===== src/rtl/core_ctrl_pkg.sv =====
// ---------------------------------------------------------------------------
// core_ctrl_pkg
// Shared definitions for the core instruction sequencer:
//   - array/tile geometry and per-phase cycle counts
//   - sequencer state encoding
//   - bit positions of every field in the 64-bit core instruction word
//   - kernel index split (kij -> kx, ky) as a constant lookup
// ---------------------------------------------------------------------------
package core_ctrl_pkg;

    localparam int ROW      = 8;
    localparam int COL      = 8;
    localparam int LEN_NIJ  = 36;
    localparam int IFMAP_W  = 6;
    localparam int KERNEL_W = 3;
    localparam int OFMAP_W  = IFMAP_W - KERNEL_W + 1;
    localparam int GAP_LEN  = 11;

    localparam logic [10:0] WGT_BASE = 11'd1024;

    // Last value of the per-phase cycle counter (counter starts at 0).
    localparam logic [5:0] W_L0_LAST   = 6'(COL);
    localparam logic [5:0] K_LOAD_LAST = 6'(ROW + COL - 1);
    localparam logic [5:0] GAP_LAST    = 6'(GAP_LEN - 1);
    localparam logic [5:0] STREAM_LAST = 6'(LEN_NIJ - 1);
    localparam logic [5:0] EXEC_LAST   = 6'(LEN_NIJ + ROW + COL - 1);
    localparam logic [5:0] DRAIN_LAST  = 6'd1;

    typedef enum logic [3:0] {
        S_IDLE   = 4'd0,
        S_W_PRE  = 4'd1,
        S_W_L0   = 4'd2,
        S_K_PRE  = 4'd3,
        S_K_LOAD = 4'd4,
        S_GAP    = 4'd5,
        S_X_PRE  = 4'd6,
        S_EXEC   = 4'd7,
        S_DRAIN  = 4'd8,
        S_DONE   = 4'd9
    } state_t;

    // Instruction word bit map.
    localparam int B_DEBUG    = 63;
    localparam int B_SFU_PASS = 34;
    localparam int B_ACC      = 33;
    localparam int B_CEN_PMEM = 32;
    localparam int B_WEN_PMEM = 31;
    localparam int B_APM_HI   = 30;
    localparam int B_APM_LO   = 20;
    localparam int B_CEN_XMEM = 19;
    localparam int B_WEN_XMEM = 18;
    localparam int B_AXM_HI   = 17;
    localparam int B_AXM_LO   = 7;
    localparam int B_OFIFO_RD = 6;
    localparam int B_L0_RD    = 3;
    localparam int B_L0_WR    = 2;
    localparam int B_EXECUTE  = 1;
    localparam int B_LOAD     = 0;

    // Kernel column offset for kij 0..8.
    function automatic logic [1:0] kx_of(input logic [3:0] k);
        case (k)
            4'd0, 4'd3, 4'd6: kx_of = 2'd0;
            4'd1, 4'd4, 4'd7: kx_of = 2'd1;
            4'd2, 4'd5, 4'd8: kx_of = 2'd2;
            default:          kx_of = 2'd0;
        endcase
    endfunction

    // Kernel row offset for kij 0..8.
    function automatic logic [1:0] ky_of(input logic [3:0] k);
        case (k)
            4'd0, 4'd1, 4'd2: ky_of = 2'd0;
            4'd3, 4'd4, 4'd5: ky_of = 2'd1;
            4'd6, 4'd7, 4'd8: ky_of = 2'd2;
            default:          ky_of = 2'd0;
        endcase
    endfunction

endpackage


===== src/rtl/core_ctrl_onij_mapper.sv =====
// ---------------------------------------------------------------------------
// onij_mapper
// Tracks the input-pixel position (nx, ny) of the next OFIFO row and maps it
// to an output-pixel address for the current kernel position.
//   clk, reset : clock, synchronous active-high reset
//   clear      : restart counting at nij = 0
//   advance    : one OFIFO row consumed this cycle
//   kij        : kernel index of the current pass
//   onij       : output pixel address (onijx + onijy*4)
//   valid      : current nij lands inside the ofmap and is within the tile
// ---------------------------------------------------------------------------
module onij_mapper
    import core_ctrl_pkg::*;
(
    input  logic       clk,
    input  logic       reset,
    input  logic       clear,
    input  logic       advance,
    input  logic [3:0] kij,
    output logic [3:0] onij,
    output logic       valid
);

    logic [2:0] nx_r;
    logic [2:0] ny_r;
    logic [3:0] ox_s;
    logic [3:0] oy_s;

    // Raster position counter; ny == IFMAP_W means the tile is exhausted and the count saturates.
    always_ff @(posedge clk) begin
        if (reset || clear) begin
            nx_r <= 3'd0;
            ny_r <= 3'd0;
        end else if (advance && (ny_r != 3'(IFMAP_W))) begin
            if (nx_r == 3'(IFMAP_W - 1)) begin
                nx_r <= 3'd0;
                ny_r <= ny_r + 3'd1;
            end else begin
                nx_r <= nx_r + 3'd1;
            end
        end
    end

    // Shift by the kernel offset; a negative or too-large result wraps into bits [3:2].
    always_comb begin
        ox_s  = {1'b0, nx_r} - {2'b00, kx_of(kij)};
        oy_s  = {1'b0, ny_r} - {2'b00, ky_of(kij)};
        onij  = {oy_s[1:0], ox_s[1:0]};
        valid = (ox_s[3:2] == 2'b00) && (oy_s[3:2] == 2'b00) && (ny_r < 3'(IFMAP_W));
    end

endmodule


===== src/rtl/core_ctrl.sv =====
// ---------------------------------------------------------------------------
// core_ctrl
// Instruction sequencer for one kernel position (kij) of a 3x3 conv over a
// 6x6 ifmap. Each start runs: weight load into L0, kernel load into the PE
// array, settle gap, activation streaming, drain, with OFIFO rows written or
// accumulated into psum SRAM at their output-pixel address.
//   clk         : clock
//   reset       : synchronous active-high reset
//   start       : begin a pass (only honoured in IDLE)
//   kij         : kernel index 0..8, latched on accepted start
//   ofifo_valid : core OFIFO holds a complete row
//   inst        : 64-bit core instruction word
//   busy        : pass in progress
//   done        : one-cycle pulse at pass end
//   err         : one-cycle pulse when start arrives with kij > 8
//   dbg_cycles  : (CORE_CTRL_DEBUG_EN only) busy-cycle count of last pass
// Build option: define CORE_CTRL_DEBUG_EN to flag EXEC/DRAIN on inst[63] and
// expose dbg_cycles.
// ---------------------------------------------------------------------------
module core_ctrl
    import core_ctrl_pkg::*;
(
    input  logic        clk,
    input  logic        reset,
    input  logic        start,
    input  logic [3:0]  kij,
    input  logic        ofifo_valid,
    output logic [63:0] inst,
    output logic        busy,
    output logic        done,
    output logic        err
`ifdef CORE_CTRL_DEBUG_EN
    ,
    output logic [15:0] dbg_cycles
`endif
);

    state_t      state_r;
    logic [5:0]  cnt_r;
    logic [3:0]  kij_r;
    logic [10:0] a_xmem_r;
    logic        cen_xmem_r;
    logic        wen_xmem_r;
    logic        l0_rd_r;
    logic        l0_wr_r;
    logic        execute_r;
    logic        load_r;
    logic        busy_r;
    logic        done_r;
    logic        err_r;
    logic        dbg_bit_s;

    logic        start_ok_s;
    logic        pop_s;
    logic [3:0]  onij_s;
    logic        map_valid_s;

    logic        ofifo_rd_s;
    logic        cen_pmem_s;
    logic        wen_pmem_s;
    logic        acc_s;
    logic        sfu_s;
    logic [10:0] a_pmem_s;

    assign start_ok_s = (state_r == S_IDLE) && start && (kij <= 4'd8);
    assign pop_s      = ofifo_valid && ((state_r == S_EXEC) || (state_r == S_DRAIN));

    onij_mapper u_onij_mapper (
        .clk     (clk),
        .reset   (reset),
        .clear   (start_ok_s),
        .advance (pop_s),
        .kij     (kij_r),
        .onij    (onij_s),
        .valid   (map_valid_s)
    );

    // Sequencer FSM; control fields are loaded with the values of the state being entered.
    always_ff @(posedge clk) begin
        if (reset) begin
            state_r    <= S_IDLE;
            cnt_r      <= 6'd0;
            kij_r      <= 4'd0;
            a_xmem_r   <= 11'd0;
            cen_xmem_r <= 1'b1;
            wen_xmem_r <= 1'b0;
            l0_rd_r    <= 1'b0;
            l0_wr_r    <= 1'b0;
            execute_r  <= 1'b0;
            load_r     <= 1'b0;
            busy_r     <= 1'b0;
            done_r     <= 1'b0;
            err_r      <= 1'b0;
        end else begin
            done_r <= 1'b0;
            err_r  <= 1'b0;
            case (state_r)
                S_IDLE: begin
                    cnt_r <= 6'd0;
                    if (start) begin
                        if (kij <= 4'd8) begin
                            state_r    <= S_W_PRE;
                            kij_r      <= kij;
                            busy_r     <= 1'b1;
                            wen_xmem_r <= 1'b1;
                            cen_xmem_r <= 1'b0;
                            a_xmem_r   <= WGT_BASE;
                        end else begin
                            err_r <= 1'b1;
                        end
                    end
                end
                S_W_PRE: begin
                    state_r <= S_W_L0;
                    l0_wr_r <= 1'b1;
                end
                S_W_L0: begin
                    if (cnt_r == W_L0_LAST) begin
                        state_r    <= S_K_PRE;
                        cnt_r      <= 6'd0;
                        l0_wr_r    <= 1'b0;
                        l0_rd_r    <= 1'b1;
                        cen_xmem_r <= 1'b1;
                    end else begin
                        cnt_r    <= cnt_r + 6'd1;
                        a_xmem_r <= a_xmem_r + 11'd1;
                    end
                end
                S_K_PRE: begin
                    state_r <= S_K_LOAD;
                    load_r  <= 1'b1;
                end
                S_K_LOAD: begin
                    if (cnt_r == K_LOAD_LAST) begin
                        state_r <= S_GAP;
                        cnt_r   <= 6'd0;
                        load_r  <= 1'b0;
                        l0_rd_r <= 1'b0;
                    end else begin
                        cnt_r <= cnt_r + 6'd1;
                    end
                end
                S_GAP: begin
                    if (cnt_r == GAP_LAST) begin
                        state_r    <= S_X_PRE;
                        cnt_r      <= 6'd0;
                        a_xmem_r   <= 11'd0;
                        cen_xmem_r <= 1'b0;
                        l0_wr_r    <= 1'b1;
                        l0_rd_r    <= 1'b1;
                    end else begin
                        cnt_r <= cnt_r + 6'd1;
                    end
                end
                S_X_PRE: begin
                    state_r   <= S_EXEC;
                    execute_r <= 1'b1;
                    a_xmem_r  <= a_xmem_r + 11'd1;
                end
                S_EXEC: begin
                    // Address runs 1..LEN_NIJ while streaming, then freezes for the flush.
                    if (cnt_r < STREAM_LAST) begin
                        a_xmem_r <= a_xmem_r + 11'd1;
                    end
                    if (cnt_r == STREAM_LAST) begin
                        execute_r <= 1'b0;
                        l0_rd_r   <= 1'b0;
                    end
                    if (cnt_r == EXEC_LAST) begin
                        state_r <= S_DRAIN;
                        cnt_r   <= 6'd0;
                    end else begin
                        cnt_r <= cnt_r + 6'd1;
                    end
                end
                S_DRAIN: begin
                    if (cnt_r == DRAIN_LAST) begin
                        state_r    <= S_DONE;
                        cnt_r      <= 6'd0;
                        done_r     <= 1'b1;
                        busy_r     <= 1'b0;
                        cen_xmem_r <= 1'b1;
                        l0_wr_r    <= 1'b0;
                    end else begin
                        cnt_r <= cnt_r + 6'd1;
                    end
                end
                S_DONE: begin
                    state_r <= S_IDLE;
                end
                default: begin
                    state_r <= S_IDLE;
                    cnt_r   <= 6'd0;
                end
            endcase
        end
    end

`ifdef CORE_CTRL_DEBUG_EN
    logic        dbg_bit_r;
    logic [15:0] dbg_cycles_r;

    // Debug flag tracks EXEC/DRAIN; cycle counter measures the busy window of the last pass.
    always_ff @(posedge clk) begin
        if (reset) begin
            dbg_bit_r    <= 1'b0;
            dbg_cycles_r <= 16'd0;
        end else begin
            if (state_r == S_X_PRE) begin
                dbg_bit_r <= 1'b1;
            end else if ((state_r == S_DRAIN) && (cnt_r == DRAIN_LAST)) begin
                dbg_bit_r <= 1'b0;
            end
            if (start_ok_s) begin
                dbg_cycles_r <= 16'd0;
            end else if (busy_r) begin
                dbg_cycles_r <= dbg_cycles_r + 16'd1;
            end
        end
    end

    assign dbg_bit_s  = dbg_bit_r;
    assign dbg_cycles = dbg_cycles_r;
`else
    assign dbg_bit_s = 1'b0;
`endif

    // Psum SRAM group follows ofifo_valid in the same cycle so a row is written as it is popped.
    always_comb begin
        if (pop_s) begin
            ofifo_rd_s = 1'b1;
            cen_pmem_s = ~map_valid_s;
            wen_pmem_s = map_valid_s;
            a_pmem_s   = map_valid_s ? {7'd0, onij_s} : 11'd0;
            acc_s      = (kij_r != 4'd0);
            sfu_s      = (kij_r == 4'd0);
        end else begin
            ofifo_rd_s = 1'b0;
            cen_pmem_s = 1'b1;
            wen_pmem_s = 1'b0;
            a_pmem_s   = 11'd0;
            acc_s      = 1'b0;
            sfu_s      = 1'b0;
        end
    end

    // Assemble the instruction word; unlisted bits stay zero.
    always_comb begin
        inst                      = 64'd0;
        inst[B_DEBUG]             = dbg_bit_s;
        inst[B_SFU_PASS]          = sfu_s;
        inst[B_ACC]               = acc_s;
        inst[B_CEN_PMEM]          = cen_pmem_s;
        inst[B_WEN_PMEM]          = wen_pmem_s;
        inst[B_APM_HI:B_APM_LO]   = a_pmem_s;
        inst[B_CEN_XMEM]          = cen_xmem_r;
        inst[B_WEN_XMEM]          = wen_xmem_r;
        inst[B_AXM_HI:B_AXM_LO]   = a_xmem_r;
        inst[B_OFIFO_RD]          = ofifo_rd_s;
        inst[B_L0_RD]             = l0_rd_r;
        inst[B_L0_WR]             = l0_wr_r;
        inst[B_EXECUTE]           = execute_r;
        inst[B_LOAD]              = load_r;
    end

    assign busy = busy_r;
    assign done = done_r;
    assign err  = err_r;

endmodule


===== config.mk =====
export PLATFORM = sky130hd
export DESIGN_NAME = core_ctrl
export DESIGN_NICKNAME = d
export VERILOG_FILES = /design/src/rtl/core_ctrl_pkg.sv /design/src/rtl/core_ctrl_onij_mapper.sv /design/src/rtl/core_ctrl.sv
export SDC_FILE = /design/constraint.sdc
export NUM_CORES = 1
export LEC_CHECK = 0
export ABC_AREA = 1
export BUFFER_PORTS_ARGS = -buffer_cell sky130_fd_sc_hd__buf_2
export CELL_PAD_IN_SITES_DETAIL_PLACEMENT = 2
export CELL_PAD_IN_SITES_GLOBAL_PLACEMENT = 2
export CORE_ASPECT_RATIO = 1.1
export CORE_MARGIN = 5
export CORE_UTILIZATION = 27
export CTS_BUF_LIST = sky130_fd_sc_hd__clkbuf_4
export DETAILED_ROUTE_END_ITERATION = 10
export PLACE_DENSITY = 0.82
export SLEW_MARGIN = 15
export SYNTH_ARGS = -nofsm -noshare
export SYNTH_HDL_FRONTEND = slang
export SYNTH_SLANG_ARGS = --single-unit

===== constraint.sdc =====
create_clock -name clk -period 1.6 [get_ports clk]
set_input_delay 0 -clock clk [delete_from_list [all_inputs] [get_ports clk]]
set_output_delay 0 -clock clk [all_outputs]
set_load 0.01 [all_outputs]

# [Word-level counts from Yosys, hierarchy flattened]
# Memory sizes are Yosys's and may differ from the RTL's. A register that Yosys moved wholly into a read port is not among the register bits.
# Cells that the tools add are included.
[word_totals] reg_bits=40 latchBits=0 ramBits=0 mem_bits_ro=64 inputBits=8 mem_count=2
[classes] add_sub_neg=6 multipliers=0 div_mod_pow=0 order_cmp=3 n_eq_ne=27 shift=0 n_mux=52 bitwise_logic=4 n_reduce_logical=33
[mem_list] memory="(no name shown)" words=16 width=2 rd=1 rd_ports_with_merged_regs=1 write_ports=0 line_no="core_ctrl_pkg.sv:62" source="case (k)"
[mem_list] memory="(no name shown)" words=16 width=2 rd=1 rd_ports_with_merged_regs=1 write_ports=0 line_no="core_ctrl_pkg.sv:72" source="case (k)"
[op_table] operator="two-way mux 11 bit" count=5
[op_table] operator="case mux 11 bit (5 select lines)" count=1
[op_table] operator="two-way mux 4 bit" count=13
[op_table] operator="case mux 4 bit (9 select lines)" count=1
[op_table] operator="case mux 6 bit (6 select lines)" count=1
[op_table] operator="two-way mux 6 bit" count=5
[op_table] operator="two-way mux 1 bit" count=19
[op_table] operator="== test 6 x 4 -> 1 bit (second input constant)" count=3
[op_table] operator="== test 4 x 3 -> 1 bit (second input constant)" count=4
[op_table] operator="nonzero test 4 bit" count=4
[op_table] operator="== test 6 bit (second input constant)" count=2
[op_table] operator="case mux 1 bit (4 select lines)" count=3
[op_table] operator="AND reduction 6 bit" count=2
[op_table] operator="adder 11 x 1 -> 11 bit (second input constant)" count=1
[op_table] operator="inequality test 2 x 1 -> 1 bit (second input constant)" count=5
[op_table] operator="inequality test 2 bit (second input constant)" count=5
[op_table] operator="== test 4 x 2 -> 1 bit (second input constant)" count=2
[op_table] operator="== test 4 bit (second input constant)" count=2
[op_table] operator="logical NOT 4 bit" count=2
[op_table] operator="AND reduction 4 bit" count=2
[op_table] operator="subtractor 3 x 2 -> 4 bit" count=2
[op_table] operator="AND reduction 7 bit" count=1
[op_table] operator="adder 3 x 1 -> 3 bit (second input constant)" count=2
[op_table] operator="adder 6 x 1 -> 6 bit (second input constant)" count=1
[op_table] operator="21 further kinds" count=37

# [Logic depth before layout (Yosys ltp)]
# Gate-level depths: netlist (run 1).
[depth] depth_word=6 depth_mapped=13

# [Cells and area by module]
# Synthesis (run 1) repeated with hierarchy kept, for this count alone.
[hier_totals] cells_unflattened=476 area_unflattened_um2=3196.8
[by_module_without_submodules] mod="core_ctrl" instances=1 cells_per_inst=386 area_per_inst_um2=2577.5 seq_area_each_um2=680.7
[by_module_without_submodules] mod="onij_mapper" instances=1 cells_per_inst=90 area_per_inst_um2=619.3 seq_area_each_um2=120.1

# [Least setup slack after synthesis (run 1)]
# Ideal clock, no wire load.
[synth_path] path_type="reg2reg" startpoint="reg state_r[2]" endpoint="reg with a tool-made name" arrival_ps=1633 required_ps=1482 slack_ps=-151 stages_incl_launch_ff=14 n_path_buf=0 path_cell_list="dfxtp_1 nor2_1 nand2_1 nor2_1 nand2_2 inv_2 or2_1 o211ai_1 inv_1 ha_1 inv_1 nand3_1 nand2_1 a21oi_1"
[synth_lines] element="start: declaration" line_no="core_ctrl.sv:38" source="state_t state_r;"
[synth_lines] element="start signal: assignment" line_no="core_ctrl.sv:81" source="state_r <= S_IDLE;"
[synth_lines] element="start signal: assignment" line_no="core_ctrl.sv:102" source="state_r <= S_W_PRE;"
[synth_lines] element="start signal: assignment" line_no="core_ctrl.sv:114" source="state_r <= S_W_L0;"

==> impl_results.rst, run 1 <==
.. list-table::
   :header-rows: 1

   * - Metric
     - Value
   * - Worst hold path class
     - in2reg
   * - Period minus WS final
     - 2.13 ns
   * - Area growth from synthesis to final layout
     - 56.1%
   * - Routed Wire Length
     - approximately 17 mm
   * - Clock-pin slew on the worst setup and hold paths
     - 0.18 ns
   * - Buffer levels on the longest clock path
     - 2
   * - CTS H-Tree Depth
     - 2
   * - #FFs+latches synth
     - 44
   * - Run status
     - finished with violations
   * - Top fanout value on the critical path
     - 5
   * - Horizontal die dimension
     - between 100 and 150 µm
   * - Clock Sink Count
     - 44
   * - Row Count
     - 42
   * - Cell area after synthesis
     - 0.00324 mm²
   * - Starting density of the core
     - ~27%
   * - Detail Placement HPWL
     - 8.48 mm
   * - DRC violation total after the first TritonRoute iteration
     - about 150
   * - Final Hold Viols
     - 0
   * - Post-synthesis instance total
     - around 490
   * - Start-to-end type of the worst setup path
     - reg2out
   * - Number of I/O pins
     - 75
   * - End of the critical path
     - inst[20]
   * - Violated checks
     - setup timing
   * - Slack of the worst reg-to-reg path
     - -0.48 ns
   * - Fill cell instance count of the final layout
     - 1370
   * - Slew @ Worst Pin
     - approximately 0.50 ns
   * - Layout cell share with drive strength beyond 1
     - 52.8%
   * - Via count normalized by instance count
     - 4.84
   * - Worst rel slew slack
     - 66.6%
   * - Max frequency
     - 0.469 GHz
   * - Vias in the first global route
     - 4081
   * - CP endpoint kind
     - output port
   * - Gp weighted congestion
     - between 0.8 and 0.9
   * - IO Port Bufs
     - 36
   * - Number of distinct library cell variants in the gate-level netlist after synthesis
     - 31
   * - Count of placed standard cells including taps
     - 711
   * - Multi-input combinational cell area
     - 0.00260 mm²
   * - Share of the synthesized area in the top cell type
     - 27.2%
   * - Count of placed standard cells in the final layout, fillers left out
     - ~770
   * - Required time worst endpoint
     - between 1.5 and 2 ns
   * - Portion of the clock cycle consumed by the worst path in the final layout
     - 133%
   * - Total setup violations reported at the end of the flow
     - 45
   * - Die outline area
     - roughly 0.014 mm²
   * - MaxCap Viol Count
     - 0
   * - Number of nets at the end of the flow
     - about 640
   * - Std-Cell Core Area
     - 0.0119 mm²
   * - Clock insertion delay at the later pin of the skew report
     - 0.41 ns
   * - FF/Latch Area
     - 912 µm²
   * - Arrival time of the worst setup path
     - 2.13 ns
   * - CTS buffer count
     - 5
   * - Wire length of the first global-routing pass
     - 22.1 mm
   * - Leading cell types by total area after synthesis
     - sky130_fd_sc_hd__dfxtp_1 27%, sky130_fd_sc_hd__nand2_1 12%, sky130_fd_sc_hd__buf_4 11%, sky130_fd_sc_hd__nor2_1 7.6%, sky130_fd_sc_hd__nand3_1 7.6%
   * - Chip Height
     - 125 µm
   * - Residual DRC count
     - 0
   * - Worst voltage drop across the vdd grid
     - about 0.49 mV
   * - Worst Setup Start Kind
     - register
   * - Final number of max-transition violations
     - 0
   * - Pre-antenna DRT Iters
     - 4
   * - Largest net degree at the start of global routing
     - 22
   * - Power per unit of standard cell area
     - 1310 mW/mm²
   * - Global Route Usage Sum
     - about a fifth
   * - Worst hold margin
     - 0.0211 ns
   * - Number of antenna violations at the first check in global routing
     - 2
   * - CTS tree
     - done
   * - Total congestion overflow after global routing
     - 0
   * - Root Buffer Master
     - sky130_fd_sc_hd__clkbuf_4
   * - Unrepaired setup endpoints after global routing
     - true
   * - Detailed-route via count
     - 3714
   * - Worst clock skew on the final layout
     - roughly 0.033 ns
   * - Dominant cell type by area after synthesis
     - sky130_fd_sc_hd__dfxtp_1
   * - Reported leakage power
     - 2.30 nW
   * - Worst Reg2Reg Path Length in Cells
     - 13
   * - Yosys warns
     - 0
   * - Post-detailed-route count of antenna-violating nets
     - 0
   * - Post-Synthesis Mean Instance Area
     - about 6.6 µm²
   * - Reg-to-reg startpoint
     - state_r[2]$_SDFFE_PP0P_
   * - Worst setup margin
     - -0.531 ns
   * - Seq/Total Area, Yosys
     - 27.2%
   * - Wire per inst
     - 22.4 µm
final cells by class:
class / instances / area share, %
timing repair buffer: 129 / 20.1
antenna: 2 / 0.0990
sequential: 44 / 18.0
clock buffer: 5 / 0.742
multi-input combinational: 368 / 51.3
clock inverter: 3 / 0.841
inverter: 63 / 5.05
tap: 154 / 3.81
placed cells by master (no fill, tap or decap), types with 6 or more instances in the layout:
| master | instances |
|---|---|
| sky130_fd_sc_hd__a21oi_1 | 7 |
| sky130_fd_sc_hd__a21oi_2 | 19 |
| sky130_fd_sc_hd__buf_2 | 34 |
| sky130_fd_sc_hd__buf_4 | 64 |
| sky130_fd_sc_hd__buf_6 | 28 |
| sky130_fd_sc_hd__conb_1 | 38 |
| sky130_fd_sc_hd__dfxtp_1 | 31 |
| sky130_fd_sc_hd__dfxtp_2 | 7 |
| sky130_fd_sc_hd__dfxtp_4 | 6 |
| sky130_fd_sc_hd__ha_1 | 6 |
| sky130_fd_sc_hd__ha_4 | 6 |
| sky130_fd_sc_hd__inv_1 | 44 |
| sky130_fd_sc_hd__inv_2 | 14 |
| sky130_fd_sc_hd__nand2_1 | 59 |
| sky130_fd_sc_hd__nand2_2 | 31 |
| sky130_fd_sc_hd__nand2_4 | 22 |
| sky130_fd_sc_hd__nand3_1 | 27 |
| sky130_fd_sc_hd__nand3_2 | 19 |
| sky130_fd_sc_hd__nor2_1 | 41 |
| sky130_fd_sc_hd__nor2_2 | 19 |
| sky130_fd_sc_hd__nor2_4 | 20 |
| sky130_fd_sc_hd__o21ai_0 | 7 |
| sky130_fd_sc_hd__xor2_1 | 6 |
kinds of logic (layout without fill, tap and decap cells):
| group | count (synthesis) | after routing | share of synthesized area (%) |
|---|---|---|---|
| AOI/OAI and AO/OA | 48 | 48 | 8.15 |
| other | 1 | 40 | 0.116 |
| and+or+nand+nor | 256 | 257 | 35.3 |
| buffers and inverters | 119 | 200 | 20.0 |
| xor gates and xnor gates | 8 | 8 | 2.16 |
| adders and majority gates | 17 | 17 | 7.03 |
| DFF | 44 | 44 | 27.2 |
state kept, by name, summed over array words and instances (netlist names), named ones only:
register            count
l0_rd_r                 1
wen_xmem_r              1
done                    1
cnt_r                   6
l0_wr_r                 1
u_onij_mapper.nx_r      3
busy                    1
kij_r                   4
u_onij_mapper.ny_r      3
err                     1
state_r                 4
cen_xmem_r              1
a_xmem_r               11
load_r                  1
execute_r               1
timing repair:
action | in CTS | in global routing
resized for setup | 113 | 143
hold endpoints to repair | 1 | 0
setup endpoints to repair | 39 | 45
pin swaps | 35 | 66
hold buffers | 1 | 0
gates cloned | 2 | 0
setup buffers | 23 | 30
worst max-delay path, cell delays in order (launching register included):
cell	delay [ns]
sky130_fd_sc_hd__dfxtp_1	0.39
sky130_fd_sc_hd__inv_1	0.11
sky130_fd_sc_hd__ha_1	0.30
sky130_fd_sc_hd__inv_1	0.05
sky130_fd_sc_hd__nor2_1	0.12
sky130_fd_sc_hd__o21ai_0	0.11
sky130_fd_sc_hd__nand2_1	0.09
sky130_fd_sc_hd__nand4_1	0.10
sky130_fd_sc_hd__nor2_2	0.15
sky130_fd_sc_hd__inv_2	0.08
sky130_fd_sc_hd__nor2_1	0.10
sky130_fd_sc_hd__buf_2	0.13
power breakdown:
| part | switching (mW) | internal (mW) | total [mW] |
|---|---|---|---|
| Sequential | 0.162 | 1.29 | 1.45 |
| Combinational | 2.70 | 1.70 | 4.40 |
| Clock | 0.466 | 0.327 | 0.793 |
metrics by stage:
| step | setup slack, ns | utilization [%] | TNS [ns] | power, mW | area [µm²] |
|---|---|---|---|---|---|
| finish | -0.531 | 42.6 | -10.79 | 6.64 | 5060 |
| global route | -0.623 | 42.6 | -13.77 | 6.99 | 5060 |
| CTS | -0.448 | 36.7 | -3.43 | 5.35 | 4350 |
| detailed placement | -0.158 | 31.3 | -1.84 | 3.80 | 3720 |
| global placement | -0.0545 | 31.3 | -0.156 | 3.65 | 3720 |
| floorplan | -0.0319 | - | -0.0457 | 3.03 | 3410 |
how the worst min path moves through the flow:
stage                start                            endpoint  slack (ns)  cells after the start
2_1_floorplan        start                      err$_SDFF_PP0_        0.15                      2
5_1_grt        ofifo_valid  u_onij_mapper.nx_r[0]$_SDFFE_PP0N_        0.04                      4
3_5_place_dp         start                      err$_SDFF_PP0_        0.33                      3
3_3_place_gp         start                      err$_SDFF_PP0_        0.32                      3
6_report       ofifo_valid  u_onij_mapper.nx_r[0]$_SDFFE_PP0N_        0.02                      4
4_1_cts             kij[3]                      err$_SDFF_PP0_      0.0008                      3
synth_stat cells:
cell,n
sky130_fd_sc_hd__clkinv_1,1
sky130_fd_sc_hd__conb_1,1
sky130_fd_sc_hd__inv_2,6
sky130_fd_sc_hd__dfxtp_1,44
sky130_fd_sc_hd__nor2_1,66
sky130_fd_sc_hd__ha_1,15
sky130_fd_sc_hd__a21oi_1,26
sky130_fd_sc_hd__o21ai_0,16
sky130_fd_sc_hd__fa_1,2
sky130_fd_sc_hd__nor4_1,1
sky130_fd_sc_hd__nand2_1,105
sky130_fd_sc_hd__nand2_2,8
sky130_fd_sc_hd__buf_2,3
sky130_fd_sc_hd__o21bai_1,3
sky130_fd_sc_hd__nand3_1,49
sky130_fd_sc_hd__clkbuf_1,2
sky130_fd_sc_hd__o211ai_1,2
sky130_fd_sc_hd__buf_4,49
sky130_fd_sc_hd__nor2_4,4
sky130_fd_sc_hd__buf_6,2
sky130_fd_sc_hd__a21oi_4,1
sky130_fd_sc_hd__nand3b_1,3
sky130_fd_sc_hd__xnor2_1,2
sky130_fd_sc_hd__nand3_2,2
sky130_fd_sc_hd__xor2_1,6
sky130_fd_sc_hd__nor2_2,10
sky130_fd_sc_hd__nor3_1,4
sky130_fd_sc_hd__nand2_4,1
sky130_fd_sc_hd__nand4_1,2
sky130_fd_sc_hd__or2_1,1
sky130_fd_sc_hd__inv_1,56
routing by layer:
metal,vias up,global-route usage [%],wire [µm]
li1,1699,-,-
met1,1877,21.1,6500
met2,91,37.9,9400
met3,47,2.58,465
met4,0,6.50,821
met5,-,0,0
Power figures use the tool's default switching activity.
==> run 2, diff against run 1 <==
--- a/config.mk
+++ b/config.mk
@@ -11,10 +11,10 @@
 export CELL_PAD_IN_SITES_GLOBAL_PLACEMENT = 2
 export CORE_ASPECT_RATIO = 1.1
 export CORE_MARGIN = 5
-export CORE_UTILIZATION = 27
+export CORE_UTILIZATION = 30
 export CTS_BUF_LIST = sky130_fd_sc_hd__clkbuf_4
 export DETAILED_ROUTE_END_ITERATION = 10
-export PLACE_DENSITY = 0.82
+export PLACE_DENSITY = 0.86
 export SLEW_MARGIN = 15
 export SYNTH_ARGS = -nofsm -noshare
 export SYNTH_HDL_FRONTEND = slang
==> constraint.sdc (replaced) <==
create_clock -name clk -period 2.4 [get_ports clk]
set_input_delay 0 -clock clk [delete_from_list [all_inputs] [get_ports clk]]
set_output_delay 0 -clock clk [all_outputs]
set_load 0.01 [all_outputs]
==> impl_results.rst, run 2 (synthesized netlist as in run 1, its figures left out) <==
.. list-table::
   :header-rows: 1

   * - Metric
     - Value
   * - Run status
     - complete, no violations
   * - Start-to-end type of the worst setup path
     - reg2reg
   * - Setup TNS after final layout
     - 0 ns (+10.79 ns)
   * - Routed Wire Length
     - 10.0 mm (-42%)
   * - Top fanout value on the critical path
     - 8 (+3)
   * - Min-delay src
     - kij[0]
   * - Portion of the clock cycle consumed by the worst path in the final layout
     - 91.8%
   * - CP endpoint kind
     - register
   * - Required time worst endpoint
     - 2.68 ns (+1.08 ns)
   * - Pre-antenna DRT Iters
     - 4 (unchanged)
   * - Wire length of the first global-routing pass
     - 17.1 mm (-23%)
   * - Worst setup margin
     - 0.196 ns (+0.726 ns)
   * - Std-Cell Core Area
     - 0.0105 mm² (-12%)
   * - Clock-pin slew on the worst setup and hold paths
     - 0.14 ns (-0.04 ns)
   * - Number of nets at the end of the flow
     - 550 (-14%)
   * - Reported leakage power
     - 1.67 nW (-27%)
   * - MaxCap Viol Count
     - 0 (unchanged)
   * - Largest regs
     - a_xmem_r: 11 flops, cnt_r: 6 flops
   * - Final Hold Viols
     - 0 (unchanged)
   * - Worst Setup Start Kind
     - register
   * - IO Port Bufs
     - 36 (unchanged)
   * - Worst Hold Depth
     - 3 (-1)
   * - Worst hold path class
     - in2reg
   * - Chip Height
     - 119 µm (-4.7%)
   * - Period minus WS final
     - 2.20 ns
   * - CTS tree
     - done
   * - Area growth from synthesis to final layout
     - 7.92%
   * - Commonest non-fill, non-tap cell in the layout
     - sky130_fd_sc_hd__nand2_1
   * - Arrival time of the worst setup path
     - 2.49 ns (+0.36 ns)
   * - Number of I/O pins
     - 75 (unchanged)
   * - Residual DRC count
     - 0 (unchanged)
   * - Total congestion overflow after global routing
     - 0 (unchanged)
   * - Antenna diode count
     - 0 (-2)
   * - Via count normalized by instance count
     - 4.57 (-5.4%)
   * - Number of flip-flops in the largest register
     - 11 (unchanged)
   * - Gp weighted congestion
     - 0.838 (+1.1%)
   * - CTS buffer count
     - 5 (unchanged)
   * - Register with the highest flop count
     - a_xmem_r
   * - Vias in the first global route
     - 3490 (-14%)
   * - Post-detailed-route count of antenna-violating nets
     - 0 (unchanged)
   * - CTS H-Tree Depth
     - 2 (unchanged)
   * - Power per unit of standard cell area
     - 820 mW/mm² (-38%)
   * - Horizontal die dimension
     - 109 µm (-4.7%)
   * - Fill cell instance count of the final layout
     - 1303 (-4.9%)
   * - Starting density of the core
     - 30.9% (+3.6 points)
   * - Number of antenna violations at the first check in global routing
     - 0 (-2)
   * - Clock insertion delay at the later pin of the skew report
     - 0.37 ns (-0.04 ns)
   * - Worst hold margin
     - 0.0139 ns (-0.00712 ns)
   * - Worst clock skew on the final layout
     - 0.0117 ns (-0.0213 ns)
   * - Most frequent cells in the layout
     - 105 x sky130_fd_sc_hd__nand2_1, 66 x sky130_fd_sc_hd__nor2_1, 55 x sky130_fd_sc_hd__inv_1
   * - Buffer levels on the longest clock path
     - 2 (unchanged)
   * - Final number of max-transition violations
     - 0 (unchanged)
   * - Reg-to-reg startpoint
     - state_r[0]$_SDFFE_PP0P_
   * - Post-placement setup slack
     - 0.277 ns (+0.435 ns)
   * - Worst Reg2Reg Path Length in Cells
     - 13 (unchanged)
   * - Hold Path Sink
     - kij_r[0]$_SDFFE_PP0N_
   * - DRC violation total after the first TritonRoute iteration
     - 139 (-7.9%)
   * - Largest net degree at the start of global routing
     - 23 (+4.5%)
   * - Global Route Usage Sum
     - 16.2% (-3.3 points)
   * - Root Buffer Master
     - sky130_fd_sc_hd__clkbuf_4
   * - Slack of the worst reg-to-reg path
     - 0.20 ns (+0.68 ns)
   * - Wire per inst
     - 15.0 µm (-33%)
   * - Row Count
     - 39 (-7.1%)
   * - Max frequency
     - between 0.4 and 0.5 GHz
   * - Die outline area
     - 0.0130 mm² (-9.2%)
   * - Clock Sink Count
     - 44 (unchanged)
   * - Layout cell share with drive strength beyond 1
     - 15.6% (-37 points)
   * - Total setup violations reported at the end of the flow
     - 0 (-100%)
   * - Detailed-route via count
     - 3056 (-18%)
   * - Worst voltage drop across the vdd grid
     - 0.316 mV (-36%)
   * - Detail Placement HPWL
     - 8.11 mm (-4.4%)
==> run 2: metal layers <==
metal | GRT usage, % | wire length (µm) | vias up
met5 | 0 | 0 | -
met4 | 4.26 | 163 | 0
met3 | 2.87 | 295 | 15
met2 | 30.5 | 5370 | 46
met1 | 18.4 | 4200 | 1481
li1 | - | - | 1514
==> run 2: cell type report <==
| cell class | instances | area [µm²] | share of cell area (%) |
|---|---|---|---|
| clock buffers | 5 | 37.5 | 1.07 |
| clock inverters | 2 | 60.1 | 1.72 |
| inverters | 63 | 236 | 6.76 |
| multi-input cells | 367 | 1850 | 52.9 |
| flip-flops and latches | 44 | 882 | 25.2 |
| well taps | 143 | 179 | 5.12 |
| repair buffers | 44 | 250 | 7.16 |
==> run 2: worst max-delay path by stage <==
stage                                             from        to  slack, ns  cells after the start
detailed placement             state_r[0]$_SDFFE_PP0P_  register       0.28                     13
global route        u_onij_mapper.nx_r[0]$_SDFFE_PP0N_  inst[21]      -0.01                     10
CTS                 u_onij_mapper.ny_r[0]$_SDFFE_PP0P_  inst[21]        0.1                     10
finish                         state_r[0]$_SDFFE_PP0P_  register       0.20                     13
global placement               state_r[0]$_SDFFE_PP0P_  register       0.52                     13
floorplan                      state_r[2]$_SDFFE_PP0P_  register       0.65                     13
==> run 2: worst max-delay path: stages, from the launching register on <==
cell,delay [ns]
sky130_fd_sc_hd__dfxtp_1,0.40
sky130_fd_sc_hd__nor2_2,0.18
sky130_fd_sc_hd__nand2_1,0.14
sky130_fd_sc_hd__nor2_1,0.16
sky130_fd_sc_hd__nand2_2,0.15
sky130_fd_sc_hd__inv_2,0.11
sky130_fd_sc_hd__nor2_1,0.06
sky130_fd_sc_hd__nor2_1,0.29
sky130_fd_sc_hd__inv_1,0.12
sky130_fd_sc_hd__ha_1,0.21
sky130_fd_sc_hd__inv_1,0.09
sky130_fd_sc_hd__nand3_1,0.10
sky130_fd_sc_hd__nand2_1,0.08
sky130_fd_sc_hd__a21oi_1,0.04
==> run 2: metrics by stage <==
step	std cells	area [µm²]	utilization, %	power, mW
2_1_floorplan	530	3380	-	1.98
3_3_place_gp	656	3350	31.9	2.20
3_5_place_dp	656	3350	31.9	2.30
4_1_cts	667	3480	33.2	2.90
5_1_grt	668	3500	33.3	3.14
6_report	668	3500	33.3	2.87
==> run 2: report_power, final <==
group	internal, mW	leakage, nW	total [mW]	switching [mW]
registers	0.843	0.358	0.943	0.100
logic	0.411	1.26	1.34	0.933
clock network	0.319	0.0513	0.580	0.262
total	1.57	1.67	2.87	1.29
==> run 2: repair_timing <==
action                                  CTS  global route
hold buffers                              4             0
gates resized for setup                   0             4
endpoints found under the setup margin    0             4
setup buffers                             0             1
hold endpoints to repair                  3             0
